File: src/rtl/alu_issue.sv
// Decode/issue stage feeding the ALU: decodes a MIPS instruction into a one-hot
// ALU select plus operands, held in a main output register backed by one skid entry.
module alu_issue (
  input  logic        clk,
  input  logic        resetn,
  input  logic        in_valid,
  output logic        in_ready,
  input  logic [31:0] inst,
  input  logic [31:0] rs_value,
  input  logic [31:0] rt_value,
  output logic        out_valid,
  input  logic        out_ready,
  output logic [11:0] alu_control,
  output logic [31:0] alu_src1,
  output logic [31:0] alu_src2,
  output logic [4:0]  dest,
  output logic        illegal
);

  localparam logic [11:0] ALU_ADD  = 12'h800;
  localparam logic [11:0] ALU_SUB  = 12'h400;
  localparam logic [11:0] ALU_SLT  = 12'h200;
  localparam logic [11:0] ALU_SLTU = 12'h100;
  localparam logic [11:0] ALU_AND  = 12'h080;
  localparam logic [11:0] ALU_NOR  = 12'h040;
  localparam logic [11:0] ALU_OR   = 12'h020;
  localparam logic [11:0] ALU_XOR  = 12'h010;
  localparam logic [11:0] ALU_SLL  = 12'h008;
  localparam logic [11:0] ALU_SRL  = 12'h004;
  localparam logic [11:0] ALU_SRA  = 12'h002;
  localparam logic [11:0] ALU_LUI  = 12'h001;

  typedef struct packed {
    logic [11:0] ctrl;
    logic [31:0] src1;
    logic [31:0] src2;
    logic [4:0]  dest;
    logic        illegal;
  } entry_t;

  logic [5:0]  op;
  logic [5:0]  funct;
  logic [4:0]  rt;
  logic [4:0]  rd;
  logic [4:0]  sa;
  logic [31:0] imm_se;
  logic [31:0] imm_ze;
  logic        unused_rs;

  assign op        = inst[31:26];
  assign rt        = inst[20:16];
  assign rd        = inst[15:11];
  assign sa        = inst[10:6];
  assign funct     = inst[5:0];
  assign imm_se    = {{16{inst[15]}}, inst[15:0]};
  assign imm_ze    = {16'd0, inst[15:0]};
  assign unused_rs = ^inst[25:21];

  entry_t dec;

  always_comb begin
    dec         = '0;
    dec.illegal = 1'b1;
    case (op)
      6'h00: begin
        case (funct)
          6'h21:        dec.ctrl = ALU_ADD;
          6'h23:        dec.ctrl = ALU_SUB;
          6'h2A:        dec.ctrl = ALU_SLT;
          6'h2B:        dec.ctrl = ALU_SLTU;
          6'h24:        dec.ctrl = ALU_AND;
          6'h27:        dec.ctrl = ALU_NOR;
          6'h25:        dec.ctrl = ALU_OR;
          6'h26:        dec.ctrl = ALU_XOR;
          6'h04, 6'h00: dec.ctrl = ALU_SLL;
          6'h06, 6'h02: dec.ctrl = ALU_SRL;
          6'h07, 6'h03: dec.ctrl = ALU_SRA;
          default:      dec.ctrl = '0;
        endcase
        // Constant-shift functs (00/02/03) take the shift amount from sa.
        if (dec.ctrl != '0) begin
          dec.illegal = 1'b0;
          dec.src1    = (funct[5:2] == 4'b0000) ? {27'd0, sa} : rs_value;
          dec.src2    = rt_value;
          dec.dest    = rd;
        end
      end
      6'h09, 6'h23: begin
        dec = '{ctrl: ALU_ADD, src1: rs_value, src2: imm_se, dest: rt, illegal: 1'b0};
      end
      6'h2B: begin
        dec = '{ctrl: ALU_ADD, src1: rs_value, src2: imm_se, dest: 5'd0, illegal: 1'b0};
      end
      6'h0A: begin
        dec = '{ctrl: ALU_SLT, src1: rs_value, src2: imm_se, dest: rt, illegal: 1'b0};
      end
      6'h0B: begin
        dec = '{ctrl: ALU_SLTU, src1: rs_value, src2: imm_se, dest: rt, illegal: 1'b0};
      end
      6'h0C: begin
        dec = '{ctrl: ALU_AND, src1: rs_value, src2: imm_ze, dest: rt, illegal: 1'b0};
      end
      6'h0D: begin
        dec = '{ctrl: ALU_OR, src1: rs_value, src2: imm_ze, dest: rt, illegal: 1'b0};
      end
      6'h0E: begin
        dec = '{ctrl: ALU_XOR, src1: rs_value, src2: imm_ze, dest: rt, illegal: 1'b0};
      end
      6'h0F: begin
        dec = '{ctrl: ALU_LUI, src1: 32'd0, src2: imm_ze, dest: rt, illegal: 1'b0};
      end
      default: ;
    endcase
  end

  entry_t main_q, main_d;
  entry_t skid_q, skid_d;
  logic   main_valid_q, main_valid_d;
  logic   skid_valid_q, skid_valid_d;
  logic   accept;

  assign accept = in_valid & ~skid_valid_q;

  // Skid always refills main before any new entry, which keeps issue order intact.
  always_comb begin
    main_d       = main_q;
    main_valid_d = main_valid_q;
    skid_d       = skid_q;
    skid_valid_d = skid_valid_q;
    if (!main_valid_q || out_ready) begin
      if (skid_valid_q) begin
        main_d       = skid_q;
        main_valid_d = 1'b1;
        skid_valid_d = 1'b0;
      end else if (accept) begin
        main_d       = dec;
        main_valid_d = 1'b1;
      end else begin
        main_valid_d = 1'b0;
      end
    end else if (accept) begin
      skid_d       = dec;
      skid_valid_d = 1'b1;
    end
  end

  always_ff @(posedge clk or negedge resetn) begin
    if (!resetn) begin
      main_q       <= '0;
      main_valid_q <= 1'b0;
      skid_q       <= '0;
      skid_valid_q <= 1'b0;
    end else begin
      main_q       <= main_d;
      main_valid_q <= main_valid_d;
      skid_q       <= skid_d;
      skid_valid_q <= skid_valid_d;
    end
  end

  assign in_ready    = ~skid_valid_q;
  assign out_valid   = main_valid_q;
  assign alu_control = main_q.ctrl;
  assign alu_src1    = main_q.src1;
  assign alu_src2    = main_q.src2;
  assign dest        = main_q.dest;
  assign illegal     = main_q.illegal;

endmodule

File: config.mk
export PLATFORM = sky130hd
export DESIGN_NAME = alu_issue
export DESIGN_NICKNAME = d
export VERILOG_FILES = /design/src/rtl/alu_issue.sv
export SDC_FILE = /design/constraint.sdc
export NUM_CORES = 1
export LEC_CHECK = 0
export CAP_MARGIN = 25
export CORE_ASPECT_RATIO = 0.75
export CORE_MARGIN = 3
export CORE_UTILIZATION = 50
export DETAILED_ROUTE_END_ITERATION = 8
export HOLD_SLACK_MARGIN = 0.15
export PLACE_DENSITY = 0.83
export SYNTH_ARGS = -nofsm -noshare
export SYNTH_HDL_FRONTEND = slang
export SYNTH_SLANG_ARGS = --single-unit
File: constraint.sdc
create_clock -name clk -period 2.2 [get_ports clk]
set_input_delay 0.44 -clock clk [delete_from_list [all_inputs] [get_ports clk]]
set_output_delay 0.44 -clock clk [all_outputs]
set_load 0.02 [all_outputs]
==> flow_metrics.env <==
export IMPL_crit_family="buffers and inverters"
export IMPL_synth_warnings=0
export IMPL_setup_tns_ns=0
export IMPL_die_y_um=115
export IMPL_grt_start_max_net_pins=59
export IMPL_drive_above_1_share_pct=13.5
export IMPL_grt_ovfl_total=0
export IMPL_cp_max_fo=32
export IMPL_core_mm2=0.0153
export IMPL_switching_share_pct=30.0
export IMPL_drv_cap=0
export IMPL_layoutNonFillerInstCount=1290
export IMPL_async_flop_share_pct=100
export IMPL_clock_fmax_ghz=0.484
export IMPL_drt_pre_antenna_iters=5
export IMPL_wl_per_cell_um=18.0
export IMPL_layout_common_cells="nand2_1 (187), clkdlybuf4s50_1 (176), dfrtp_1 (166), a21oi_1 (87), buf_4 (57)"
export IMPL_outcome="complete, no violations"
export IMPL_p_per_area_mw_per_mm2=813
export IMPL_n_antenna_cell=0
export IMPL_fp_row_count=39
export IMPL_synth_area_mm2=0.00788
export IMPL_path_class="input pin to flip-flop"
export IMPL_design_die_area_mm2=0.0173
export IMPL_hold_path_class="flip-flop to flip-flop"
export IMPL_cp_end_kind="flip-flop"
export IMPL_critPathArrivalTime_ns=2.41
export IMPL_avgSynthCellArea_um2=8.94
export IMPL_power_frac_seq_pct=42.9
export IMPL_intPower_w=0.00618
export IMPL_cp_required_ns=2.54
export IMPL_cp_start_kind="input pin"
export IMPL_critical_path_buf_inv_count=2
export IMPL_ir_worst_vdd_mv=0.604
export IMPL_ios=184
export IMPL_setup_viol=0
export IMPL_cpMaxStageDelayCell="clkdlybuf4s50_1"
export IMPL_yosysSeqAreaShare_pct=52.7
export IMPL_fill_cells=1180
export IMPL_drc=0
export IMPL_cts_root_buf="clkbuf_16"
export IMPL_cts_sinks=166
export IMPL_ys_flop_type="dfrtp_1"
export IMPL_slowest_delay_ns=0.57
export IMPL_rsz0062_at_grt="false"
export IMPL_drtIter0Drc=713
export IMPL_clock_path_buffers=2
export IMPL_ys_types=49
export IMPL_clock_skew_ns=0.00820
export IMPL_cts_made_buffers=17
export IMPL_crit_chain="clkdlybuf4s50_1, nor2b_1, mux2i_1, o2111a_2, buf_12, a22oi_1, a21oi_1"
export IMPL_portBuffers=178
export IMPL_vias=7509
export IMPL_power_leakage_nw=4.61
export IMPL_grt_pass1_vias=7426
export IMPL_fin_util_pct=70.9
export IMPL_globalplace_congestion=0.847
export IMPL_synth_edf_count=0
export IMPL_numPlacedInstances=1259
export IMPL_power_switching_w=0.00265
export IMPL_fin_crit_sh_pct=93.8
export IMPL_hold_viol=0
export IMPL_area_delta_synth_final_pct=37.8
export IMPL_finalMaxSlewViolations=0
export IMPL_clkTransAtPathRegs_ns=0.06
export IMPL_layout_commonest_cell="nand2_1"
export IMPL_antenna_found_initial=0
export IMPL_synth_nets=981
export IMPL_start_util_pct=51.4
export IMPL_max_slew_margin_pct=64.3
export IMPL_clkLatencyLatePin_ns=0.43
export IMPL_period_needed_ns=2.06
export IMPL_ys_ff_latch=166
export IMPL_postCtsSetupRepairBufs=0
export IMPL_htree_num_levels=4
export IMPL_worst_pin_slew_ns=0.536
export IMPL_combPwrFrac_pct=25.6
export IMPL_syn_inst=881
export IMPL_grt_pass1_wl_mm=37.9
export IMPL_power_frac_clock_pct=31.4
export IMPL_antenna_left=0
export IMPL_via_per_inst=5.82
export IMPL_drt_wl_total_mm=23.2
export IMPL_cts_tree="built"
export IMPL_dp_hpwl_mm=15.8
export IMPL_grtUsageTotal_pct=27.7
export IMPL_die_width_um=151
export IMPL_nets=1174
## final cells by class
type	count	area [um2]	share of cell area, %
Clock buffer	21	460	4.24
Sequential cell	166	4150	38.2
Tap cell	205	256	2.36
Multi-Input combinational cell	630	3370	31.0
Clock inverter	9	80.1	0.737
Timing Repair Buffer	250	2500	23.0
Inverter	9	37.5	0.346
## stage by stage
step	worst slack, ns	total power (W)	cell area (um2)	hold slack [ns]
global route	0.0314	0.00926	10900	0.502
detailed placement	-0.266	0.00608	10300	0.439
global placement	-0.203	0.00602	10300	0.438
CTS	0.171	0.00889	10900	0.476
floorplan	0.302	0.00490	7880	0.144
finish	0.136	0.00882	10900	0.471
## power by group through the flow
stage	combinational, W	clock (W)	sequential [W]
floorplan	0.000820	0	0.00408
global placement	0.00221	0	0.00381
detailed placement	0.00226	0	0.00383
CTS	0.00227	0.00283	0.00379
global route	0.00246	0.00296	0.00384
finish	0.00226	0.00277	0.00379
## tightest hold or removal path, cell delays in order (launching register included)
cell and delay (ns):
dfrtp_1 0.34, nand2_1 0.04, o21ai_0 0.06
## timing repair
item | CTS | global route
endpoints found under the setup margin | 1 | 0
resized for setup | 2 | 0
hold endpoints to repair | 48 | 0
hold buffers | 1 | 0
## routing by layer
layer	global-route usage, %	vias to the layer above	wire [um]
met5	0	-	0
met3	6.85	49	2130
li1	-	3490	-
met1	38.8	3592	9870
met2	42.4	378	10600
met4	9.72	0	537
## synth_stat cells (7+ instances only)
| cell | n | share of area (%) |
|---|---|---|
| o21ai_0 | 54 | 3.4 |
| buf_2 | 12 | 0.76 |
| nand3_1 | 50 | 3.2 |
| o211ai_1 | 13 | 1.2 |
| a31oi_1 | 9 | 0.71 |
| or3_1 | 25 | 2.0 |
| nor2_1 | 57 | 2.7 |
| clkbuf_1 | 51 | 2.4 |
| a31o_2 | 25 | 2.8 |
| nand2b_1 | 7 | 0.56 |
| nand2_1 | 187 | 8.9 |
| nor3_1 | 34 | 2.2 |
| dfrtp_1 | 166 | 53 |
| inv_1 | 8 | 0.38 |
| a221oi_1 | 16 | 1.8 |
| and3_1 | 9 | 0.71 |
| a21oi_1 | 88 | 5.6 |
## worst paths after layout
check / from / end / slack (ns) / depth (start not counted)
max reg2reg: skid_valid_q / skid_q[66] / 0.48 / 5
min reg2reg: skid_q[80] / skid_q[80] / 0.47 / 2
min: skid_q[80] / skid_q[80] / 0.47 / 2
max: inst[5] / dest[0] / 0.14 / 7
min in group asynchronous: resetn / skid_q[15] / 0.54 / 2
max in group asynchronous: resetn / alu_src2[29] / 0.96 / 3
## sequential cells by signal, indices dropped and copies added (netlist names)
| register | count |
|---|---|
| skid_valid_q | 1 |
| alu_src1 | 32 |
| dest | 5 |
| alu_src2 | 32 |
| alu_control | 12 |
| illegal | 1 |
| out_valid | 1 |
| skid_q | 82 |
## cells by family after synthesis
logic type / share of synthesized area [%]
muxes: 0.762
buffers and inverters: 5.10
and+or+nand+nor: 22.3
DFF: 52.7
AOI/OAI and AO/OA: 19.1
Power figures use the tool's default switching activity.
